**src/rtl/fetch_unit_pkg.sv**
```systemverilog
// Shared encodings for the instruction fetch stage: next-PC mux select codes,
// fetch FSM states and the default reset PC.
package fetch_unit_pkg;

  localparam logic [1:0]  PC_SEL_INC       = 2'b00;
  localparam logic [1:0]  PC_SEL_BR        = 2'b01;
  localparam logic [1:0]  PC_SEL_JMP       = 2'b10;
  localparam logic [15:0] RESET_PC_DEFAULT = 16'h0000;

  typedef enum logic [1:0] {
    FETCH    = 2'b00,
    DISCARD  = 2'b01,
    WAIT_DEC = 2'b10
  } fetch_state_e;

endpackage

```
**src/rtl/fetch_unit.sv**
```systemverilog
// Instruction fetch stage: owns the PC, sequences imem reads, hands words to decode.
// Optional build macro FETCH_PERF_EN adds the stall_count decode-stall counter.
module fetch_unit
  import fetch_unit_pkg::*;
#(
  parameter int unsigned       ADDR_W   = 16,
  parameter int unsigned       INSTR_W  = 16,
  parameter logic [ADDR_W-1:0] RESET_PC = ADDR_W'(RESET_PC_DEFAULT)
) (
  input  logic               clk,
  input  logic               rst_n,
  input  logic               branch_taken,
  input  logic               jump,
  input  logic [ADDR_W-1:0]  next_pc,
  output logic [1:0]         pc_sel,
  output logic [ADDR_W-1:0]  pc_inc,
  output logic               imem_req,
  output logic [ADDR_W-1:0]  imem_addr,
  input  logic               imem_ack,
  input  logic [INSTR_W-1:0] imem_data,
  output logic [INSTR_W-1:0] instr,
  output logic [ADDR_W-1:0]  instr_pc,
  output logic               instr_valid,
`ifdef FETCH_PERF_EN
  output logic [15:0]        stall_count,
`endif
  input  logic               instr_ready
);

  fetch_state_e      state_r;
  fetch_state_e      state_nxt_s;
  logic [ADDR_W-1:0] pc_r;
  logic [ADDR_W-1:0] req_addr_r;
  logic              valid_q_r;
  logic              redirect_s;
  logic              req_s;
  logic              capture_s;
  logic              park_s;
  logic              transfer_s;
  logic              pc_load_s;

  assign pc_inc = pc_r + ADDR_W'(1);

  // Redirect decode and next-PC mux select; stays live while in reset.
  always_comb begin
    redirect_s = jump | branch_taken;
    if (jump) begin
      pc_sel = PC_SEL_JMP;
    end else if (branch_taken) begin
      pc_sel = PC_SEL_BR;
    end else begin
      pc_sel = PC_SEL_INC;
    end
  end

  // FSM state register.
  always_ff @(posedge clk or negedge rst_n) begin
    if (!rst_n) begin
      state_r <= FETCH;
    end else begin
      state_r <= state_nxt_s;
    end
  end

  // FSM next-state logic.
  always_comb begin
    state_nxt_s = state_r;
    case (state_r)
      FETCH: begin
        if (imem_ack && !redirect_s) begin
          state_nxt_s = WAIT_DEC;
        end else if (!imem_ack && redirect_s) begin
          state_nxt_s = DISCARD;
        end else begin
          state_nxt_s = FETCH;
        end
      end
      DISCARD: begin
        if (imem_ack) begin
          state_nxt_s = FETCH;
        end else begin
          state_nxt_s = DISCARD;
        end
      end
      WAIT_DEC: begin
        if (redirect_s || instr_ready) begin
          state_nxt_s = FETCH;
        end else begin
          state_nxt_s = WAIT_DEC;
        end
      end
      default: state_nxt_s = FETCH;
    endcase
  end

  // FSM outputs; a pending request keeps its old address in DISCARD so it is stable until ack.
  always_comb begin
    req_s       = 1'b0;
    imem_addr   = pc_r;
    instr_valid = 1'b0;
    capture_s   = 1'b0;
    park_s      = 1'b0;
    case (state_r)
      FETCH: begin
        req_s     = 1'b1;
        imem_addr = pc_r;
        capture_s = imem_ack & ~redirect_s;
        park_s    = ~imem_ack & redirect_s;
      end
      DISCARD: begin
        req_s     = 1'b1;
        imem_addr = req_addr_r;
      end
      WAIT_DEC: begin
        instr_valid = valid_q_r & ~redirect_s;
      end
      default: begin
        req_s = 1'b0;
      end
    endcase
    imem_req   = req_s & rst_n;
    transfer_s = instr_valid & instr_ready;
    pc_load_s  = redirect_s | transfer_s;
  end

  // PC, parked request address and captured instruction.
  always_ff @(posedge clk or negedge rst_n) begin
    if (!rst_n) begin
      pc_r       <= RESET_PC;
      req_addr_r <= RESET_PC;
      instr      <= {INSTR_W{1'b0}};
      instr_pc   <= {ADDR_W{1'b0}};
      valid_q_r  <= 1'b0;
    end else begin
      if (pc_load_s) begin
        pc_r <= next_pc;
      end
      if (park_s) begin
        req_addr_r <= pc_r;
      end
      if (capture_s) begin
        instr    <= imem_data;
        instr_pc <= pc_r;
      end
      valid_q_r <= (state_nxt_s == WAIT_DEC);
    end
  end

`ifdef FETCH_PERF_EN
  // Saturating count of cycles where decode holds off a valid instruction.
  always_ff @(posedge clk or negedge rst_n) begin
    if (!rst_n) begin
      stall_count <= 16'h0000;
    end else if (valid_q_r && !instr_ready && !redirect_s && (stall_count != 16'hFFFF)) begin
      stall_count <= stall_count + 16'h0001;
    end
  end
`endif

endmodule

```
**config.mk**
```make
export PLATFORM = sky130hd
export DESIGN_NAME = fetch_unit
export DESIGN_NICKNAME = d
export VERILOG_FILES = /design/src/rtl/fetch_unit_pkg.sv /design/src/rtl/fetch_unit.sv
export SDC_FILE = /design/constraint.sdc
export NUM_CORES = 1
export LEC_CHECK = 0
export CAP_MARGIN = 20
export CORE_MARGIN = 1.5
export CORE_UTILIZATION = 40
export CTS_CLUSTER_SIZE = 24
export DETAILED_ROUTE_END_ITERATION = 7
export GPL_TIMING_DRIVEN = 0
export PLACE_DENSITY = 0.83
export SYNTH_ARGS = -nofsm -noshare
export SYNTH_HDL_FRONTEND = slang
export SYNTH_SLANG_ARGS = --single-unit
```
**constraint.sdc**
```tcl
create_clock -name clk -period 2.97 [get_ports clk]
set_input_delay 0.297 -clock clk [delete_from_list [all_inputs] [get_ports clk]]
set_output_delay 0.297 -clock clk [all_outputs]
set_load 0.03 [all_outputs]
```
==> flow_summary.ini <==
[cells_and_area]
num-nets-final = 377
n_antenna_cell = 0
area_growth_pct = 45.38
n_fill_cell = 590
layout-drive-gt1-share = 0.3246
utilization = 0.6097

[logic_synthesis]
yosysWarnings = 0
syn_inst = 221
ys_seq_elements = 67
synth-adder-area-share = 0.004070
syn_nets = 260
synth_seq_area_share = 0.5454
async_flop_share = 1.000
synth_top_family_by_area = multiplexers
muxShareOfSynthArea = 0.2975
yosys.area.top_type_share = 0.5454
synth_area_mm2 = 0.003074
synth.distinct_cells = 27
yosys.area_share.simple = 0.06634
yosysTopAreaCell = dfrtp_1
synth_edf_count = 0
ys.flop_type = dfrtp_1
synth_compound_area_frac = 0.008954
synth_area_leaders = dfrtp_1 55%, mux2_2 25%, mux2_4 4.9%
synth_xor_area_frac = 0.03989
syn_avg_cell_area_um2 = 13.91

[clocking]
path_clk_slew_ns = 0.07
cts_num_sinks = 67
ctsRootBufferMaster = clkbuf_8
cts_buffers = 9
tritoncts = built
holdBufCountCts = 0
clock_path_buffers = 2
insertion_delay_ns = 0.33
h-tree-depth = 3

[floorplanning]
rows = 31
die_h_um = 90.67
core-area_mm2 = 0.007331
io_pins = 106
die_w_um = 90.67
dieArea_mm2 = 0.008220
initial_utilization = 0.4194

[sta]
rsz0062_at_grt = no
slew_headroom = 0.4335
setup_viol = 0
drv_slew = 0
hold_ws_ns = 0.06486
min_period_over_period = 0.9465
skew_ns = 0.007060
setup_ws_ns = 0.1588
hold_viol = 0
setup_tns_ns = 0
worst_pin_slew_ns = 0.8497
finalCriticalPeriod_ns = 2.811
max_freq_ghz = 0.3557

[setup_path]
crit_chain = and2b_1, buf_2, buf_2, mux2_2, clkdlybuf4s50_1
crit_fanout = 10
crit_type = reg2out
cp-start-kind = flip-flop
timing.rr.end = pc_r[9]$_DFFE_PN0P_
cp_slowest_cell = clkdlybuf4s50_1
required_ns = 2.67
cp-end-kind = primary output
timing.reg2reg.setup_slack_ns = 1.10
cpMostUsedCell = buf_2
r2r_cells = 4
arrival_ns = 2.51
timing.rr.start = state_r[1]$_DFF_PN0_
critPathMaxStageDelay_ns = 0.60

[power_and_ir_drop]
ir_worst_vdd_mv = 0.4280
p_per_area_mw_per_mm2 = 699.6
p_leak_nw = 1.896
power.total_w = 0.003127

[detailed_routing]
first_iter_violations = 85
viasPerCell = 4.844
drc_errors = 0
wirelength_um = 6956
drt_first_pass_iters = 4
ant_nets = 0
wire_per_inst_um = 15.77
vias = 2136

[placement]
hpwl_um = 4997
pre_cts_ws_ns = 0.3502
gp_congestion = 0.7627
io_buffers = 105

[global_route]
grt_first_pass_wirelength_um = 11230
grt_use_total = 0.1753
antenna_found_initial = 0
overflow = 0
grt_max_degree = 69
grt_pass1_vias = 2247

[min_path]
worstHoldPathType = in2async

[job]
maxCapViolCount = 0

[run_status]
outcome = completed
==> metal layers <==
metal,part of all wire,wire length (µm),track usage
met4,0.013,91,0.05423
met5,0,0,0
met2,0.50,3476,0.2776
met3,0.064,445,0.06818
met1,0.42,2942,0.2205
==> cell usage in the layout, fill, tap and decap left out, types with 3 or more instances in the layout <==
cell,instances
buf_2,8
buf_4,4
clkbuf_8,11
clkdlybuf4s50_1,104
dfrtp_1,67
inv_1,4
mux2_2,67
mux2_4,10
nand2_1,8
nand3_1,4
nand4_1,3
nor2_1,4
nor2b_1,3
nor3_1,6
o21ai_0,3
xnor2_1,4
xor2_1,10
==> sequential cells by signal, summed over array words and instances (netlist names) <==
signal      count
instr          16
instr_pc       16
pc_r           16
req_addr_r     16
state_r         2
valid_q_r       1
==> logic make-up (layout without fill, tap and decap cells) <==
logic type | Yosys count | after routing
flops | 67 | 67
mux | 78 | 78
simple gates | 38 | 38
compound gates | 4 | 4
fa+ha+maj | 1 | 1
buf+inv | 19 | 140
xor+xnor | 14 | 14
==> worst max path at each step <==
stage | start | end | cells past startpoint
global route | pc_r[8]$_DFFE_PN0P_ | pc_inc[14] | 6
global placement | rst_n | imem_req | 3
floorplan | state_r[1]$_DFF_PN0_ | imem_addr[0] | 4
CTS | pc_r[3]$_DFFE_PN0P_ | pc_inc[14] | 5
detailed placement | pc_r[2]$_DFFE_PN0P_ | pc_inc[15] | 5
finish | state_r[1]$_DFF_PN0_ | imem_addr[10] | 5
==> power breakdown <==
group | leakage, nW | switching, W | internal [W]
Clock | 0.0995 | 0.000326 | 0.000429
Combinational | 1.00 | 0.000596 | 0.000565
Sequential | 0.796 | 0.000112 | 0.00110
Total | 1.90 | 0.00103 | 0.00209
==> cells in the mapped netlist, types with 2 or more instances <==
library cell  count
and2b_1           2
buf_1             2
buf_2             8
buf_6             2
dfrtp_1          67
inv_1             4
mux2_2           67
mux2_4           10
nand2_1           8
nand3_1           5
nand4_1           3
nor2_1            4
nor2b_1           3
nor3_1            6
nor4_1            4
o21ai_0           3
xnor2_1           4
xor2_1           10
==> worst max-delay path: cells and delay by family (launching register included) <==
family	cells	cell delay, ns
flip-flops	1	0.45
multiplexers	1	0.36
AND/OR/NAND/NOR	1	0.21
buffers and inverters	3	1.16
==> cell type report <==
cell class | count | area [µm²] | area share
well taps | 99 | 123.9 | 0.02772
flip-flops and latches | 67 | 1677 | 0.3751
clock buffers | 13 | 158.9 | 0.03555
plain buffers | 14 | 97.59 | 0.02184
repair buffers | 107 | 1064 | 0.2380
inverters | 4 | 15.01 | 0.003359
multi-input cells | 135 | 1299 | 0.2906
clock inverters | 2 | 35.03 | 0.007839
==> what timing repair did <==
action	4_1_cts	5_1_grt
cloned	0	0
pin swaps	0	2
gates resized for setup	1	2
endpoints found under the setup margin	1	4
setup buffers	0	2
==> stage by stage <==
stage / instance area, µm² / cells
final: 4469 / 441
after global routing: 4469 / 441
after CTS: 4446 / 440
after detailed placement: 4247 / 425
after global placement: 4249 / 425
after floorplan: 3074 / 221
Power figures use the tool's default switching activity.
